File: config.mk
export PLATFORM = sky130hd
export DESIGN_NAME = module_kp_mult_core
export DESIGN_NICKNAME = d
export VERILOG_FILES = /design/src/rtl/module_kp_mult_core.sv
export SDC_FILE = /design/constraint.sdc
export NUM_CORES = 1
export LEC_CHECK = 0
export BUFFER_PORTS_ARGS = -buffer_cell sky130_fd_sc_hd__buf_2
export CELL_PAD_IN_SITES_DETAIL_PLACEMENT = 1
export CELL_PAD_IN_SITES_GLOBAL_PLACEMENT = 1
export CORE_ASPECT_RATIO = 0.7
export CORE_MARGIN = 1.5
export CORE_UTILIZATION = 45
export CTS_BUF_LIST = sky130_fd_sc_hd__clkbuf_4
export CTS_CLUSTER_SIZE = 16
export DETAILED_ROUTE_END_ITERATION = 12
export GPL_TIMING_DRIVEN = 0
export PLACE_DENSITY = 0.82
export SYNTH_ARGS = -nofsm -noshare
export SYNTH_HDL_FRONTEND = slang
export SYNTH_SLANG_ARGS = --single-unit
File: constraint.sdc
create_clock -name clk -period 5.5 [get_ports clk]
set_clock_uncertainty 0.15 [all_clocks]
set_input_delay 0.825 -clock clk [delete_from_list [all_inputs] [get_ports clk]]
set_output_delay 0.825 -clock clk [all_outputs]
set_load 0.01 [all_outputs]
File: src/rtl/module_kp_mult_core.sv
// module_kp_mult_core: keypad operand entry, shift-add multiply, optional BCD conversion (KP_MULT_BCD_EN)
module module_kp_mult_core #(
  parameter int DIGITS = 3,
  parameter int OP_W = 10,
  parameter logic [3:0] KEY_ENTER = 4'hA,
  parameter logic [3:0] KEY_CLEAR = 4'hC
) (
  input  logic                         clk,
  input  logic                         rst,
  input  logic                         key_valid,
  input  logic [3:0]                   key_code,
  output logic [OP_W-1:0]              entry_val,
  output logic [$clog2(DIGITS+1)-1:0]  digit_cnt,
  output logic [OP_W-1:0]              op_a,
  output logic [OP_W-1:0]              op_b,
  output logic [2:0]                   state_o,
  output logic                         busy,
  output logic                         done,
  output logic                         prod_valid,
`ifdef KP_MULT_BCD_EN
  output logic [8*DIGITS-1:0]          product_bcd,
`endif
  output logic [2*OP_W-1:0]            product
);
  localparam int CNT_W = $clog2(DIGITS+1);
  localparam int IW = $clog2(OP_W+1);
  localparam int PW = 2*OP_W;
  typedef enum logic [2:0] {
    ENT_A = 3'd0,
    ENT_B = 3'd1,
    MUL   = 3'd2,
    BCD   = 3'd3,
    DONE  = 3'd4
  } state_t;
  state_t state, state_nx;
  logic [IW-1:0] i;
  logic is_dig, is_ent, is_clr, has_dig, dig_ok, mul_last, b_bit;
  logic [OP_W-1:0] entry_nx;
  logic [PW-1:0] addend;
  assign is_dig = key_valid && key_code <= 4'd9;
  assign is_ent = key_valid && key_code == KEY_ENTER;
  assign is_clr = key_valid && key_code == KEY_CLEAR;
  assign has_dig = digit_cnt != '0;
  assign dig_ok = is_dig && digit_cnt < CNT_W'(DIGITS);
  assign entry_nx = (entry_val << 3) + (entry_val << 1) + OP_W'(key_code);
  assign mul_last = i == IW'(OP_W);
  assign b_bit = |(op_b & (OP_W'(1) << i));
  assign addend = b_bit ? ({{OP_W{1'b0}}, op_a} << i) : '0;
  assign state_o = state;
`ifdef KP_MULT_BCD_EN
  localparam int BW = 8*DIGITS;
  localparam int JW = $clog2(PW+1);
  logic [PW-1:0] sh;
  logic [BW-1:0] bcd, bcd_adj, bcd_nx;
  logic [JW-1:0] j;
  logic bcd_last;
  assign bcd_last = j == JW'(PW-1);
  assign product_bcd = bcd;
  // double-dabble: add 3 to every nibble above 4, then shift in the next product bit
  always_comb begin
    bcd_adj = bcd;
    for (int k = 0; k < 2*DIGITS; k++)
      bcd_adj[4*k+:4] = bcd[4*k+:4] > 4'd4 ? bcd[4*k+:4] + 4'd3 : bcd[4*k+:4];
    bcd_nx = BW'({bcd_adj, sh[PW-1]});
  end
`endif
  // state register
  always_ff @(posedge clk or negedge rst)
    if (!rst) state <= ENT_A;
    else state <= state_nx;
  // next-state logic; CLEAR overrides everything
  always_comb begin
    state_nx = state;
    if (is_clr) state_nx = ENT_A;
    else
      case (state)
        ENT_A: state_nx = is_ent && has_dig ? ENT_B : ENT_A;
        ENT_B: state_nx = is_ent && has_dig ? MUL : ENT_B;
`ifdef KP_MULT_BCD_EN
        MUL:   state_nx = mul_last ? BCD : MUL;
        BCD:   state_nx = bcd_last ? DONE : BCD;
`else
        MUL:   state_nx = mul_last ? DONE : MUL;
`endif
        DONE:  state_nx = is_dig ? ENT_A : DONE;
        default: state_nx = ENT_A;
      endcase
  end
  // datapath: entry accumulation, operand commit, multiply and result flags
  always_ff @(posedge clk or negedge rst)
    if (!rst) begin
      entry_val <= '0;
      digit_cnt <= '0;
      op_a <= '0;
      op_b <= '0;
      product <= '0;
      busy <= 1'b0;
      done <= 1'b0;
      prod_valid <= 1'b0;
      i <= '0;
`ifdef KP_MULT_BCD_EN
      sh <= '0;
      bcd <= '0;
      j <= '0;
`endif
    end else if (is_clr) begin
      entry_val <= '0;
      digit_cnt <= '0;
      op_a <= '0;
      op_b <= '0;
      product <= '0;
      busy <= 1'b0;
      done <= 1'b0;
      prod_valid <= 1'b0;
      i <= '0;
`ifdef KP_MULT_BCD_EN
      sh <= '0;
      bcd <= '0;
      j <= '0;
`endif
    end else begin
      done <= 1'b0;
      case (state)
        ENT_A, ENT_B: begin
          if (dig_ok) begin
            entry_val <= entry_nx;
            digit_cnt <= digit_cnt + CNT_W'(1);
          end
          if (is_ent && has_dig) begin
            entry_val <= '0;
            digit_cnt <= '0;
            if (state == ENT_A) op_a <= entry_val;
            else begin
              op_b <= entry_val;
              product <= '0;
              busy <= 1'b1;
              i <= '0;
            end
          end
        end
        MUL: begin
          if (!mul_last) begin
            product <= product + addend;
            i <= i + IW'(1);
          end else begin
`ifdef KP_MULT_BCD_EN
            sh <= product;
            bcd <= '0;
            j <= '0;
`else
            busy <= 1'b0;
            done <= 1'b1;
            prod_valid <= 1'b1;
`endif
          end
        end
`ifdef KP_MULT_BCD_EN
        BCD: begin
          sh <= sh << 1;
          bcd <= bcd_nx;
          j <= j + JW'(1);
          if (bcd_last) begin
            busy <= 1'b0;
            done <= 1'b1;
            prod_valid <= 1'b1;
          end
        end
`endif
        DONE: begin
          if (is_dig) begin
            op_a <= '0;
            op_b <= '0;
            product <= '0;
            prod_valid <= 1'b0;
            entry_val <= OP_W'(key_code);
            digit_cnt <= CNT_W'(1);
`ifdef KP_MULT_BCD_EN
            bcd <= '0;
`endif
          end
        end
        default: ;
      endcase
    end
endmodule

==> flow_metrics.py <==
metrics = {
    "route": {
        "drc": 0,
        "firstDrtPassIters": 6,
        "drt_wl_total_um": 14400,
        "drt_iter0_markers": 274,
        "antenna_left": 0,
        "viasPerCell": 5.87,
        "wl_per_cell_um": 19.4,
        "vias": 4361,
    },
    "timing": {
        "fin_tns_setup_ns": 0,
        "finalMaxSlewViolations": 0,
        "fin_crit_sh": 0.934,
        "max_freq_ghz": 0.195,
        "rsz0062_at_grt": "no",
        "slew_headroom": 0.468,
        "setup_viol": 0,
        "timing.final.crit_period_ns": 5.14,
        "hold_viol_final": 0,
        "tightest_slew_ns": 0.795,
    },
    "power": {
        "combinationalPowerShare": 0.575,
        "power_per_cell_area_nw_per_um2": 520,
        "p_sw_frac": 0.499,
        "max-vdd-ir-drop_mv": 0.273,
        "p_sw_uw": 1350,
        "seqPwrFrac": 0.298,
        "pwr-share-clk": 0.127,
        "p_int_uw": 1350,
        "p_leak_uw": 0.00253,
    },
    "floorplan": {
        "core_um2": 9760,
        "fp.dieW_um": 123,
        "die_y_um": 87.0,
        "fp-row-count": 30,
        "io_pins": 65,
        "initial_core_util": 0.465,
        "die_area_um2": 10700,
    },
    "layout": {
        "syn_to_final_growth_pct": 14.2,
        "antenna_cells": 0,
        "drive_above_1_share": 0.172,
        "fin_area_um2": 5190,
        "fill_cells": 1254,
        "fin_nets": 661,
        "layout_commonest_cell": "nand2_1",
        "mostFrequentLayoutCells": "nand2_1, buf_2, o21ai_0",
    },
    "clock_tree": {
        "clockBufferDepth": 2,
        "clkSinkCount": 62,
        "htree_levels": 3,
        "cts_buffers": 9,
        "postCtsSetupBuffers": 0,
        "clock_latency_ns": 0.46,
        "cts_resized": 0,
        "clk_pin_slew_ns": 0.12,
        "cts_tree": "built",
        "cts-root-buf": "clkbuf_4",
        "cts_hold_buf": 0,
    },
    "critical_path": {
        "required_ns": 5.70,
        "cp-start-kind": "register",
        "cp.arrival_ns": 5.33,
        "crit_fanout": 10,
        "path_class": "register to register",
        "crit_start": "i[0]$_DFFE_PN0P_",
        "cp_slowest_cell": "dfrtp_1",
        "endpoint_kind": "register",
        "crit_buf_inv": 3,
        "r2r_slack_ns": 0.36,
        "critPathTopFamily": "compound AO/OA/AOI/OAI gates",
        "regToRegEndpoint": "product[19]$_DFFE_PN0P_",
        "crit_path_end": "product[19]$_DFFE_PN0P_",
        "cp_cell_sequence": "clkbuf_1 -> inv_1 -> ha_1 -> a222oi_1 -> mux2i_1 -> o21ai_2 -> and2_1 -> buf_2 -> a211oi_1 -> ha_1 -> a21oi_1 -> o21ai_0 -> a311oi_2 -> mux2i_1 -> a31oi_1 -> and2_1 -> a221o_1",
        "critPathMaxStageDelay_ns": 0.42,
        "ff2ff_path_depth": 17,
        "critical_path_depth": 17,
        "r2r_start": "i[0]$_DFFE_PN0P_",
    },
    "grt": {
        "grt_max_degree": 40,
        "grt_overflow": 0,
        "track_usage": 0.286,
        "grt_pass1_wl_um": 23300,
        "grt_antenna_before_repair": 0,
        "grt_pass1_vias": 4319,
    },
    "synthesis": {
        "synth_cell_types": 62,
        "syn_area_um2": 4540,
        "synth_area_per_cell_um2": 8.50,
        "ys_seq_elements": 62,
        "synth_edf_count": 0,
        "ys_seq_area_frac": 0.342,
        "synth_flop_cell": "dfrtp_1",
        "synthArstFlopShare": 1.00,
        "netlist_instances": 534,
        "synth_nets": 585,
        "ys_warn_count": 0,
    },
    "place": {
        "dpl_cell_area_um2": 5040,
        "hpwl_um": 11300,
        "gp_congestion": 0.911,
        "portBuffers": 64,
    },
    "status": {
        "status": "completed",
    },
    "worst_hold_path": {
        "hold_class": "input pin to async pin",
    },
    "run": {
        "cap_violations": 0,
    },
}
flip-flops by register name, indices dropped and copies added (netlist names):
register	count
busy	1
digit_cnt	2
done	1
entry_val	10
i	4
op_a	10
op_b	10
prod_valid	1
product	20
state_o	3
layout make-up:
class / count / area (µm²) / area share
clock buffer: 9 / 67.6 / 0.0130
inverter: 14 / 52.6 / 0.0101
clock inverter: 7 / 73.8 / 0.0142
multi-input combinational: 434 / 2830 / 0.545
sequential: 62 / 1550 / 0.299
timing repair buffer: 65 / 340 / 0.0656
tap: 128 / 160 / 0.0309
buffer: 24 / 113 / 0.0217
power by group through the flow:
stage | combinational (µW) | clock (µW) | sequential (µW)
final | 1550 | 344 | 804
after global routing | 1720 | 371 | 828
after CTS | 1540 | 350 | 798
after detailed placement | 1530 | 0 | 804
after global placement | 1450 | 0 | 797
after floorplan | 983 | 0 | 820
logic make-up after synthesis:
group                    synth area share
adder cells (fa/ha/maj)             0.126
AO/OA/AOI/OAI                       0.222
AND/OR/NAND/NOR                     0.191
XOR/XNOR                           0.0482
buffers and inverters              0.0364
multiplexers                       0.0344
flip-flops                          0.342
Yosys cell counts (all sizes together), types with 8 or more instances:
library cell  instances  area share
nand2                90       0.074
o21ai                70       0.078
dfrtp                62        0.34
nor2                 43       0.037
ha                   41        0.11
a21oi                35       0.039
clkbuf               17       0.014
inv                  14       0.012
xor2                 13       0.025
xnor2                12       0.023
mux2i                10       0.022
nor3                 10       0.013
nor2b                 9       0.012
a211oi                8       0.014
routing by layer:
metal	global-route usage	part of all wire	up-vias	wire, µm
met3	0.0556	0.051	12	738
met2	0.429	0.43	96	6270
li1	-	-	2060	-
met1	0.427	0.51	2193	7290
met4	0.0596	0.0080	0	116
met5	0	0	-	0
how the worst min path moves through the flow:
| stage | end | cells past startpoint | start |
|---|---|---|---|
| final | state_o[0]$_DFF_PN0_ | 1 | rst |
| after global routing | state_o[0]$_DFF_PN0_ | 1 | rst |
| after CTS | state_o[0]$_DFF_PN0_ | 1 | rst |
| after detailed placement | op_b[5]$_DFFE_PN0P_ | 2 | op_b[5]$_DFFE_PN0P_ |
| after global placement | op_b[4]$_DFFE_PN0P_ | 2 | op_b[4]$_DFFE_PN0P_ |
| after floorplan | busy$_DFFE_PN0P_ | 0 | rst |
stage by stage:
| step | setup slack (ns) | total power [µW] | hold WS [ns] | cells | util |
|---|---|---|---|---|---|
| 2_1_floorplan | 1.30 | 1800 | 0.379 | 534 | - |
| 3_3_place_gp | 0.435 | 2240 | 0.340 | 726 | 0.514 |
| 3_5_place_dp | 0.253 | 2330 | 0.358 | 727 | 0.517 |
| 4_1_cts | 0.210 | 2690 | 0.216 | 743 | 0.531 |
| 5_1_grt | 0.0247 | 2920 | 0.219 | 743 | 0.531 |
| 6_report | 0.363 | 2700 | 0.206 | 743 | 0.531 |
(Power assumes the default switching activity.)
